**src/rtl/gnn_pkg.sv**
```systemverilog
// Shared types and constants for the GNN layer sequencer.
// Holds the FSM state encoding and the layer-index width.
package gnn_pkg;

  localparam int LAYER_IDX_W    = 3;
  localparam int DEF_NUM_LAYERS = 2;

  typedef enum logic [2:0] {
    IDLE,
    ISSUE_AGG,
    WAIT_AGG,
    ISSUE_COMB,
    WAIT_COMB,
    FINISH,
    ERROR
  } state_e;

  function automatic logic is_wait(state_e s);
    return (s == WAIT_AGG) || (s == WAIT_COMB);
  endfunction

endpackage

```
**src/rtl/gnn_watchdog.sv**
```systemverilog
// Wait-state timeout counter for the GNN layer sequencer.
// Ports: clk, rst_n, clear (zero count), enable (count this
// cycle), expired (enabled and count at TIMEOUT_CYCLES-1).
module gnn_watchdog #(
  parameter int TIMEOUT_CYCLES = 15
) (
  input  logic clk,
  input  logic rst_n,
  input  logic clear,
  input  logic enable,
  output logic expired
);

  localparam int CW = $clog2(TIMEOUT_CYCLES + 1);
  localparam logic [CW-1:0] LIMIT = CW'(TIMEOUT_CYCLES - 1);

  logic [CW-1:0] cnt_q, cnt_d;

  // Fires on the last allowed wait cycle so the FSM leaves
  // after exactly TIMEOUT_CYCLES cycles in the wait state.
  assign expired = enable && (cnt_q == LIMIT);

  always_comb begin
    cnt_d = cnt_q;
    if (clear) begin
      cnt_d = '0;
    end else if (enable && !expired) begin
      cnt_d = cnt_q + CW'(1);
    end
  end

  always_ff @(posedge clk or negedge rst_n) begin
    if (!rst_n) begin
      cnt_q <= '0;
    end else begin
      cnt_q <= cnt_d;
    end
  end

endmodule

```
**src/rtl/gnn_layer_ctrl.sv**
```systemverilog
// Sequencer issuing aggregate/combine passes per GNN layer.
// Ports: clk, rst_n (async low), start, abort; agg_start/
// agg_done and comb_start/comb_done handshakes; feat_sel,
// layer_idx, busy, done, err (sticky timeout).
// Optional: GNN_CTRL_WATCHDOG_EN adds the wait-state timeout.
module gnn_layer_ctrl
  import gnn_pkg::*;
#(
  parameter int NUM_LAYERS     = DEF_NUM_LAYERS,
  parameter int TIMEOUT_CYCLES = 15
) (
  input  logic                   clk,
  input  logic                   rst_n,
  input  logic                   start,
  input  logic                   abort,
  output logic                   agg_start,
  input  logic                   agg_done,
  output logic                   comb_start,
  input  logic                   comb_done,
  output logic                   feat_sel,
  output logic [LAYER_IDX_W-1:0] layer_idx,
  output logic                   busy,
  output logic                   done,
  output logic                   err
);

  if (NUM_LAYERS < 1 || NUM_LAYERS > 8 ||
      TIMEOUT_CYCLES < 1) begin : g_bad_cfg
    $error("gnn_layer_ctrl: parameter out of range");
  end

  localparam logic [LAYER_IDX_W-1:0] LAST =
    LAYER_IDX_W'(NUM_LAYERS - 1);

  state_e                 state_q, state_d;
  logic [LAYER_IDX_W-1:0] layer_q, layer_d;
  logic                   start_q;
  logic                   start_req;
  logic                   agg_start_q;
  logic                   comb_start_q;
  logic                   feat_sel_q;
  logic                   busy_q;
  logic                   done_q;
  logic                   wd_expired;

  // Only a rising edge launches an inference, so a start
  // held high across completion does not relaunch.
  assign start_req = start && !start_q;

`ifdef GNN_CTRL_WATCHDOG_EN
  logic wd_en;
  logic err_q, err_d;

  assign wd_en = is_wait(state_q);
  assign err   = err_q;

  gnn_watchdog #(
    .TIMEOUT_CYCLES(TIMEOUT_CYCLES)
  ) u_watchdog (
    .clk    (clk),
    .rst_n  (rst_n),
    .clear  (!wd_en),
    .enable (wd_en),
    .expired(wd_expired)
  );
`else
  assign wd_expired = 1'b0;
  assign err        = 1'b0;
`endif

  always_comb begin
    state_d = state_q;
    layer_d = layer_q;
`ifdef GNN_CTRL_WATCHDOG_EN
    err_d   = err_q;
`endif
    unique case (state_q)
      IDLE: begin
        if (start_req) begin
          state_d = ISSUE_AGG;
          layer_d = '0;
`ifdef GNN_CTRL_WATCHDOG_EN
          err_d   = 1'b0;
`endif
        end
      end
      ISSUE_AGG: state_d = WAIT_AGG;
      WAIT_AGG: begin
        if (agg_done) begin
          state_d = ISSUE_COMB;
        end else if (wd_expired) begin
          state_d = ERROR;
        end
      end
      ISSUE_COMB: state_d = WAIT_COMB;
      WAIT_COMB: begin
        if (comb_done) begin
          if (layer_q == LAST) begin
            state_d = FINISH;
          end else begin
            state_d = ISSUE_AGG;
            layer_d = layer_q + LAYER_IDX_W'(1);
          end
        end else if (wd_expired) begin
          state_d = ERROR;
        end
      end
      FINISH: state_d = IDLE;
      ERROR: begin
        state_d = IDLE;
        layer_d = '0;
`ifdef GNN_CTRL_WATCHDOG_EN
        err_d   = 1'b1;
`endif
      end
      default: state_d = IDLE;
    endcase
    // Abort overrides every transition above, including
    // a done arriving in the same cycle.
    if (abort && state_q != IDLE) begin
      state_d = IDLE;
      layer_d = '0;
    end
  end

  // Outputs are registered from the next state so they
  // line up with the state they describe.
  always_ff @(posedge clk or negedge rst_n) begin
    if (!rst_n) begin
      state_q      <= IDLE;
      layer_q      <= '0;
      start_q      <= 1'b0;
      agg_start_q  <= 1'b0;
      comb_start_q <= 1'b0;
      feat_sel_q   <= 1'b0;
      busy_q       <= 1'b0;
      done_q       <= 1'b0;
    end else begin
      state_q      <= state_d;
      layer_q      <= layer_d;
      start_q      <= start;
      agg_start_q  <= (state_d == ISSUE_AGG);
      comb_start_q <= (state_d == ISSUE_COMB);
      feat_sel_q   <= (layer_d != '0);
      busy_q       <= (state_d != IDLE);
      done_q       <= (state_d == FINISH);
    end
  end

`ifdef GNN_CTRL_WATCHDOG_EN
  always_ff @(posedge clk or negedge rst_n) begin
    if (!rst_n) begin
      err_q <= 1'b0;
    end else begin
      err_q <= err_d;
    end
  end
`endif

  assign agg_start  = agg_start_q;
  assign comb_start = comb_start_q;
  assign feat_sel   = feat_sel_q;
  assign layer_idx  = layer_q;
  assign busy       = busy_q;
  assign done       = done_q;

endmodule
```
**config.mk**
```make
export PLATFORM = sky130hd
export DESIGN_NAME = gnn_layer_ctrl
export DESIGN_NICKNAME = d
export VERILOG_FILES = /design/src/rtl/gnn_pkg.sv /design/src/rtl/gnn_watchdog.sv /design/src/rtl/gnn_layer_ctrl.sv
export SDC_FILE = /design/constraint.sdc
export NUM_CORES = 1
export LEC_CHECK = 0
export ABC_AREA = 1
export BUFFER_PORTS_ARGS = -buffer_cell sky130_fd_sc_hd__buf_2
export CORE_AREA = 8 8 45 47
export DETAILED_ROUTE_END_ITERATION = 6
export DIE_AREA = 0 0 53 55
export HOLD_SLACK_MARGIN = 0.02
export PLACE_DENSITY = 0.74
export SLEW_MARGIN = 10
export SYNTH_ARGS = -nofsm -noshare
export SYNTH_HDL_FRONTEND = slang
export SYNTH_SLANG_ARGS = --single-unit
```
**constraint.sdc**
```tcl
create_clock -name clk -period 1.9 [get_ports clk]
set_input_delay 0.285 -clock clk [delete_from_list [all_inputs] [get_ports clk]]
set_output_delay 0.285 -clock clk [all_outputs]
set_load 0.005 [all_outputs]
```
==> results of run 1 <==
==> stage by stage <==
| stage | area (um2) | utilization (%) | std cells | power [uW] |
|---|---|---|---|---|
| 6_report | 779 | 56.3 | 110 | 914 |
| 5_1_grt | 779 | 56.3 | 110 | 990 |
| 4_1_cts | 779 | 56.3 | 110 | 933 |
| 3_5_place_dp | 733 | 53.0 | 105 | 730 |
| 3_3_place_gp | 733 | 53.0 | 105 | 716 |
| 2_1_floorplan | 656 | - | 77 | 635 |
==> cell families after synthesis <==
group | Yosys count | synth area share (%)
compound gates | 4 | 6.30
flops | 12 | 45.8
other cells | 1 | 0.572
buf+inv | 20 | 12.0
fa+ha+maj | 2 | 3.82
simple gates | 38 | 31.5
==> layout make-up <==
| cell class | instances | share of cell area (%) |
|---|---|---|
| multi-input combinational | 45 | 35.5 |
| inverter | 19 | 9.15 |
| sequential | 12 | 38.5 |
| timing repair buffer | 14 | 9.63 |
| tap | 16 | 2.57 |
| clock buffer | 4 | 4.65 |
==> power groups by stage <==
stage / Clock, uW / Sequential [uW] / Combinational [uW]
2_1_floorplan: 0 / 373 / 262
3_3_place_gp: 0 / 372 / 344
3_5_place_dp: 0 / 375 / 355
4_1_cts: 207 / 370 / 357
5_1_grt: 214 / 380 / 396
6_report: 197 / 370 / 348
==> worst max-delay path: stages (launching register included) <==
cell	delay, ns
dfrtp_1	0.43
ha_1	0.21
inv_1	0.05
nand2_1	0.05
nand2_1	0.09
inv_1	0.07
nand2_2	0.07
nand3_1	0.07
nand2_1	0.10
nand3_1	0.09
==> final timing paths <==
path,end,slack (ns),depth (start not counted)
min reg2reg,layer_idx[0],0.70,3
max,feat_sel,0.55,9
min in group asynchronous,agg_start,0.41,2
min,start_q,0.14,1
max in group asynchronous,state_q[0],1.29,2
max reg2reg,feat_sel,0.55,9
==> cells in the final DEF, fill, tap and decap left out <==
master          n
a21oi_1         1
a21oi_4         1
buf_2          13
clkbuf_4        3
clkbuf_8        1
conb_1          1
dfrtp_1        12
dlygate4sd3_1   1
ha_1            2
inv_1          18
inv_2           1
nand2_1        12
nand2_2         6
nand2_4         1
nand3_1        11
nand4_1         2
nor2_1          1
nor2_2          3
nor2_4          2
o211ai_2        1
o21bai_1        1
==> layer usage <==
| metal | up-vias | share of wire [%] |
|---|---|---|
| met5 | - | 0 |
| met4 | 0 | 3.8 |
| met3 | 5 | 6.9 |
| met2 | 11 | 47 |
| met1 | 220 | 42 |
| li1 | 265 | - |
==> sequential cells by signal (all words and copies together) (netlist names) <==
register,count
start_q,1
state_q,3
agg_start,1
feat_sel,1
comb_start,1
done,1
layer_idx,3
busy,1
==> timing repair <==
item                                    4_1_cts  5_1_grt
endpoints found under the hold margin        12        0
endpoints found under the setup margin        0        0
hold buffers                                  1        0
==> summary.md, run 1 <==
| Metric | Value |
|---|---|
| Logic pwr share | 38.1% |
| H-tree levels | 1 |
| Sw Share | 38.8% |
| Clock network power share | 21.5% |
| DRT Pass-1 Iters | 2 |
| Routed Antenna Nets | 0 |
| Routed via count | 501 |
| FP Rows | 14 |
| CTS buffer count | 3 |
| Status | finished, final reports clean |
| Post-cts sizing count | 0 |
| P_leak | 0.000472 uW |
| Synthesized Nets | 85 |
| Peak VDD IR | 0.000564 V |
| Sequential cell area | 300 um2 |
| Clock net sink count | 12 |
| Initial drt markers | 8 |
| GRT met3 Usage | 2.41% |
| Die footprint | 0.00292 mm2 |
| Vias in the first global route | 494 |
| Critical path class | reg -> reg |
| Largest net degree at the start of global routing | 13 |
| Max Cap Violations | 0 |
| CTS tree | yes |
| First-pass GRT wire length | 1990 um |
| Drc violations | 0 |
| Place WS | 0.550 ns |
| Top-level I/O count | 15 |
| Setup TNS | 0 ns |
| Initial antenna violation count | 0 |
| Layout cells sized above 1 | 34.0% |
| Slew Limit Fails | 0 |
| CP Capture Type | register |
| Vias per cell | 4.55 |
| Final nets | 103 |
| Core area | 0.00138 mm2 |
| Sequential Power Share | 40.4% |
| Fmax | 739 MHz |
| Fin. Hold Viols | 0 |
| Register area share after synthesis | 45.8% |
| Worst hold path class | in -> reg |
| Setup bufs post-CTS | 0 |
| RSZ-0062 raised after global routing | no |
| Clock skew | 0.00184 ns |
| CP Data Required Time | 2.05 ns |
| Synth top area share | 45.8% |
| # diodes | 0 |
| Met2 usage | 15.6% |
| Min-delay src | start |
| Tmin final | 1.35 ns |
| WL final | 1160 um |
| Register bit total from synthesis | 12 |
| Crit path launch | layer_idx[0] |
| Area leader, netlist | dfrtp_1 |
| Routability cong. | 0.736 |
| Most used routing layer | met2 |
| Clk slew on worst S/H paths | 0.07 ns |
| Horiz. Die Dim | 53 um |
| P_sw | 355 uW |
| Initial Utilization | 47.4% |
| Post-synth EDFFs | 0 |
| Most frequent cell after synthesis | inv_1 |
| FFs w/ async S/R, synth | 100% |
| Final worst setup slack | 0.546 ns |
| Clock Tree Root | clkbuf_4 |
| Setup-failing EPs final | 0 |
| Ranking of synthesized cells by area | dfrtp_1 (46%), inv_1 (10%), nand3_1 (8.4%) |
| Die Height | 55 um |
| Clock buffer depth | 2 |
| Commonest cells post-synth | inv_1 (18), dfrtp_1 (12), nand2_1 (12) |
| Yosys warns | 0 |
| Final period util | 71.2% |
| Met1 usage | 9.58% |
| Int Power | 559 uW |
| Clk Latency, worst-skew pair | 0.27 ns |
| Pwr/cell area | 1170 mW/mm2 |
| WL/cell | 10.6 um |
| Cell Area, Synth | 656 um2 |
| Worst EP arrival | 1.51 ns |
| CP Launch Type | register |
| Final Hold Slack | 0.135 ns |
| Worst Path Max Fanout | 5 |
| Reg-to-reg startpoint | layer_idx[0] |
| Area Overhead vs Synth | 18.9% |
| Syn Inst Count | 77 |
| Gr ovfl total | 0 |
| Global Route Usage Sum | 9.45% |
| Multi-input gate area | 277 um2 |
| DPL Wire Length | 993 um |
| Avg Cell Area, Syn | 8.51 um2 |
| Main synth FF type | dfrtp_1 |
| Post-synth cell types | 18 |
| Port Buffers | 13 |
| # fillers | 132 |
Power figures use the tool's default switching activity.
==> inputs of run 2 (changes only) <==
--- a/config.mk
+++ b/config.mk
@@ -7,11 +7,11 @@
 export LEC_CHECK = 0
 export ABC_AREA = 1
 export BUFFER_PORTS_ARGS = -buffer_cell sky130_fd_sc_hd__buf_2
-export CORE_AREA = 8 8 45 47
+export CORE_MARGIN = 8
+export CORE_UTILIZATION = 50
 export DETAILED_ROUTE_END_ITERATION = 6
-export DIE_AREA = 0 0 53 55
 export HOLD_SLACK_MARGIN = 0.02
-export PLACE_DENSITY = 0.74
+export PLACE_DENSITY = 0.75
 export SLEW_MARGIN = 10
 export SYNTH_ARGS = -nofsm -noshare
 export SYNTH_HDL_FRONTEND = slang
==> constraint.sdc (replaced) <==
create_clock -name clk -period 1.4 [get_ports clk]
set_input_delay 0.21 -clock clk [delete_from_list [all_inputs] [get_ports clk]]
set_output_delay 0.21 -clock clk [all_outputs]
set_load 0.005 [all_outputs]
==> run 2 against run 1 <==
Net effect: core utilization grew 5.3 points; fmax grew 7.2%; setup slack lost 0.41 ns; die area shrank 6.5%; clock power is essentially flat; hold slack lost 0.069 ns; first-iteration DRC count is the same; global-route usage grew 1.1 points; critical path type unchanged; largest cell class unchanged.
==> summary.md, run 2 (synthesis results as in run 1) <==
| Metric | Value |
|---|---|
| Min-delay src | start |
| Sw Share | 40.2% (+1.3 points) |
| Crit path launch | layer_idx[0] |
| WL final | 1220 um (+5.0%) |
| Clock net sink count | 12 (unchanged) |
| CP Capture Type | register |
| Commonest non-fill, non-tap cell in the layout | inv_1 |
| Int Power | 721 uW (+29%) |
| Logic pwr share | 43.0% (+4.9 points) |
| Fin. Hold Viols | 0 (unchanged) |
| CTS tree | yes |
| P_leak | 0.000475 uW (+0.77%) |
| Final period util | 90.2% (+19 points) |
| Worst hold path class | in -> reg |
| CP Data Required Time | 1.60 ns (-0.45 ns) |
| Initial antenna violation count | 0 (unchanged) |
| Routability cong. | 0.757 (+2.8%) |
| Routed via count | 550 (+9.8%) |
| Clock buffer depth | 2 (unchanged) |
| First-pass GRT wire length | 2130 um (+6.9%) |
| Horiz. Die Dim | 52.2 um (-1.5%) |
| Clock skew | 0.00401 ns (+0.00217 ns) |
| CP Launch Type | register |
| Cell Chain, Critical Path | ha_1 > inv_1 > nand2_1 > nand2_2 > inv_1 > nand2_2 > nand2_2 > nand2_4 > nand2_2 > nor2_2 |
| Bufs and invs on worst path | 2 (unchanged) |
| H-tree levels | 1 (unchanged) |
| Sequential Power Share | 40.7% (+0.3 points) |
| Power Total | 1200 uW (+32%) |
| Tmin final | 1.26 ns (-0.0913 ns) |
| Final worst setup slack | 0.138 ns (-0.409 ns) |
| Final nets | 105 (+1.9%) |
| Die Height | 52.2 um (-5.1%) |
| WP depth | 10 (+1) |
| Clk slew on worst S/H paths | 0.07 ns (about the same) |
| Critical path class | reg -> reg |
| Max Cap Violations | 0 (unchanged) |
| Die footprint | 0.00273 mm2 (-6.5%) |
| R2R Setup Slk | 0.14 ns (-0.41 ns) |
| Layout cells sized above 1 | 35.8% (+1.7 points) |
| Max incr delay on CP | 0.38 ns (-0.05 ns) |
| Worst EP arrival | 1.46 ns (-0.05 ns) |
| Global Route Usage Sum | 10.6% (+1.1 points) |
| Initial drt markers | 8 (unchanged) |
| Port Buffers | 13 (unchanged) |
| Reg-to-reg startpoint | layer_idx[0] |
| FP Rows | 13 (-1) |
| P_sw | 484 uW (+36%) |
| DPL Wire Length | 1030 um (+3.4%) |
| Family with the most delay on the worst path | simple AND/OR/NAND/NOR gates |
| Setup bufs post-CTS | 0 (unchanged) |
| WHS Path Cells | 1 (unchanged) |
| Pwr/cell area | 1540 mW/mm2 (+31%) |
| Setup TNS | 0 ns (unchanged) |
| Gr ovfl total | 0 (unchanged) |
| # diodes | 0 (unchanged) |
| Area Overhead vs Synth | 19.3% |
| Final Hold Slack | 0.0663 ns (-0.0687 ns) |
| Most frequent cells in the layout | inv_1 (18), buf_2 (13), dfrtp_1 (12) |
| Place WS | 0.110 ns (-0.440 ns) |
| Worst Path Max Fanout | 4 (-1) |
| Largest net degree at the start of global routing | 13 (unchanged) |
| Vias per cell | 5.00 (+9.8%) |
| Crit-path slowest cell | dfrtp_1 |
| WL/cell | 11.1 um (+5.0%) |
| Clock Tree Root | clkbuf_4 |
| Peak VDD IR | 0.000762 V (+35%) |
| Clock network power share | 16.3% (-5.2 points) |
| Reg2reg path depth | 10 (+1) |
| R2r endpoint | agg_start |
| Top-level I/O count | 15 (unchanged) |
| Core area | 0.00127 mm2 (-8.3%) |
| Hold Path End | start_q |
| RSZ-0062 raised after global routing | no |
| Drc violations | 0 (unchanged) |
| Routed Antenna Nets | 0 (unchanged) |
| Slew Limit Fails | 0 (unchanged) |
| Initial Utilization | 51.7% (+4.3 points) |
| CTS buffer count | 3 (unchanged) |
| Status | finished, final reports clean |
| Setup-failing EPs final | 0 (unchanged) |
| Vias in the first global route | 546 (+11%) |
| Clk Latency, worst-skew pair | 0.26 ns (about the same) |
| DRT Pass-1 Iters | 4 (+2) |
| CP most frequent cell | nand2_2 |
| Fmax | 792 MHz (+7.2%) |
-- run 2: worst max-delay path by stage --
stage	slack (ns)	endpoint
2_1_floorplan	0.17	agg_start
3_3_place_gp	0.15	feat_sel
3_5_place_dp	0.11	feat_sel
4_1_cts	0.1	feat_sel
5_1_grt	0.01	feat_sel
6_report	0.14	agg_start
-- run 2: worst reg2reg max path, cell delays in order, from the launching register on --
cell     delay [ns]
dfrtp_1        0.38
ha_1           0.19
inv_1          0.05
nand2_1        0.06
nand2_2        0.08
inv_1          0.06
nand2_2        0.07
nand2_2        0.06
nand2_4        0.07
nand2_2        0.05
nor2_2         0.10
-- run 2: power groups by stage --
stage / clock network (uW) / registers, uW / logic, uW
floorplan: 0 / 506 / 355
global placement: 0 / 493 / 506
detailed placement: 0 / 496 / 523
CTS: 207 / 489 / 526
global route: 222 / 500 / 592
finish: 197 / 490 / 518
-- run 2: layer usage --
metal	track usage [%]	up-vias	routed length, um	part of all wire [%]
met5	0	-	0	0
met4	9.05	0	41	3.4
met3	3.98	5	118	9.7
met2	16.6	15	586	48
met1	10.8	261	475	39
li1	-	269	-	-
-- run 2: layout make-up --
type	count	area, um2
Fill cell	125	487
Timing Repair Buffer	16	90.1
Tap cell	15	18.8
Multi-Input combinational cell	45	279
Sequential cell	12	300
Clock buffer	3	22.5
Inverter	19	71.3
-- run 2: stage by stage --
step / instances / util [%] / area [um2]
4_1_cts: 110 / 61.4 / 779
6_report: 110 / 61.6 / 782
5_1_grt: 110 / 61.6 / 782
3_3_place_gp: 106 / 58.9 / 747
3_5_place_dp: 106 / 58.9 / 747
2_1_floorplan: 77 / - / 656
-- run 2: what timing repair did --
| action | in CTS | in global routing |
|---|---|---|
| hold buffers | 1 | 0 |
| endpoints found under the hold margin | 12 | 0 |
| gates resized for setup | 0 | 1 |
| setup endpoints to repair | 0 | 1 |
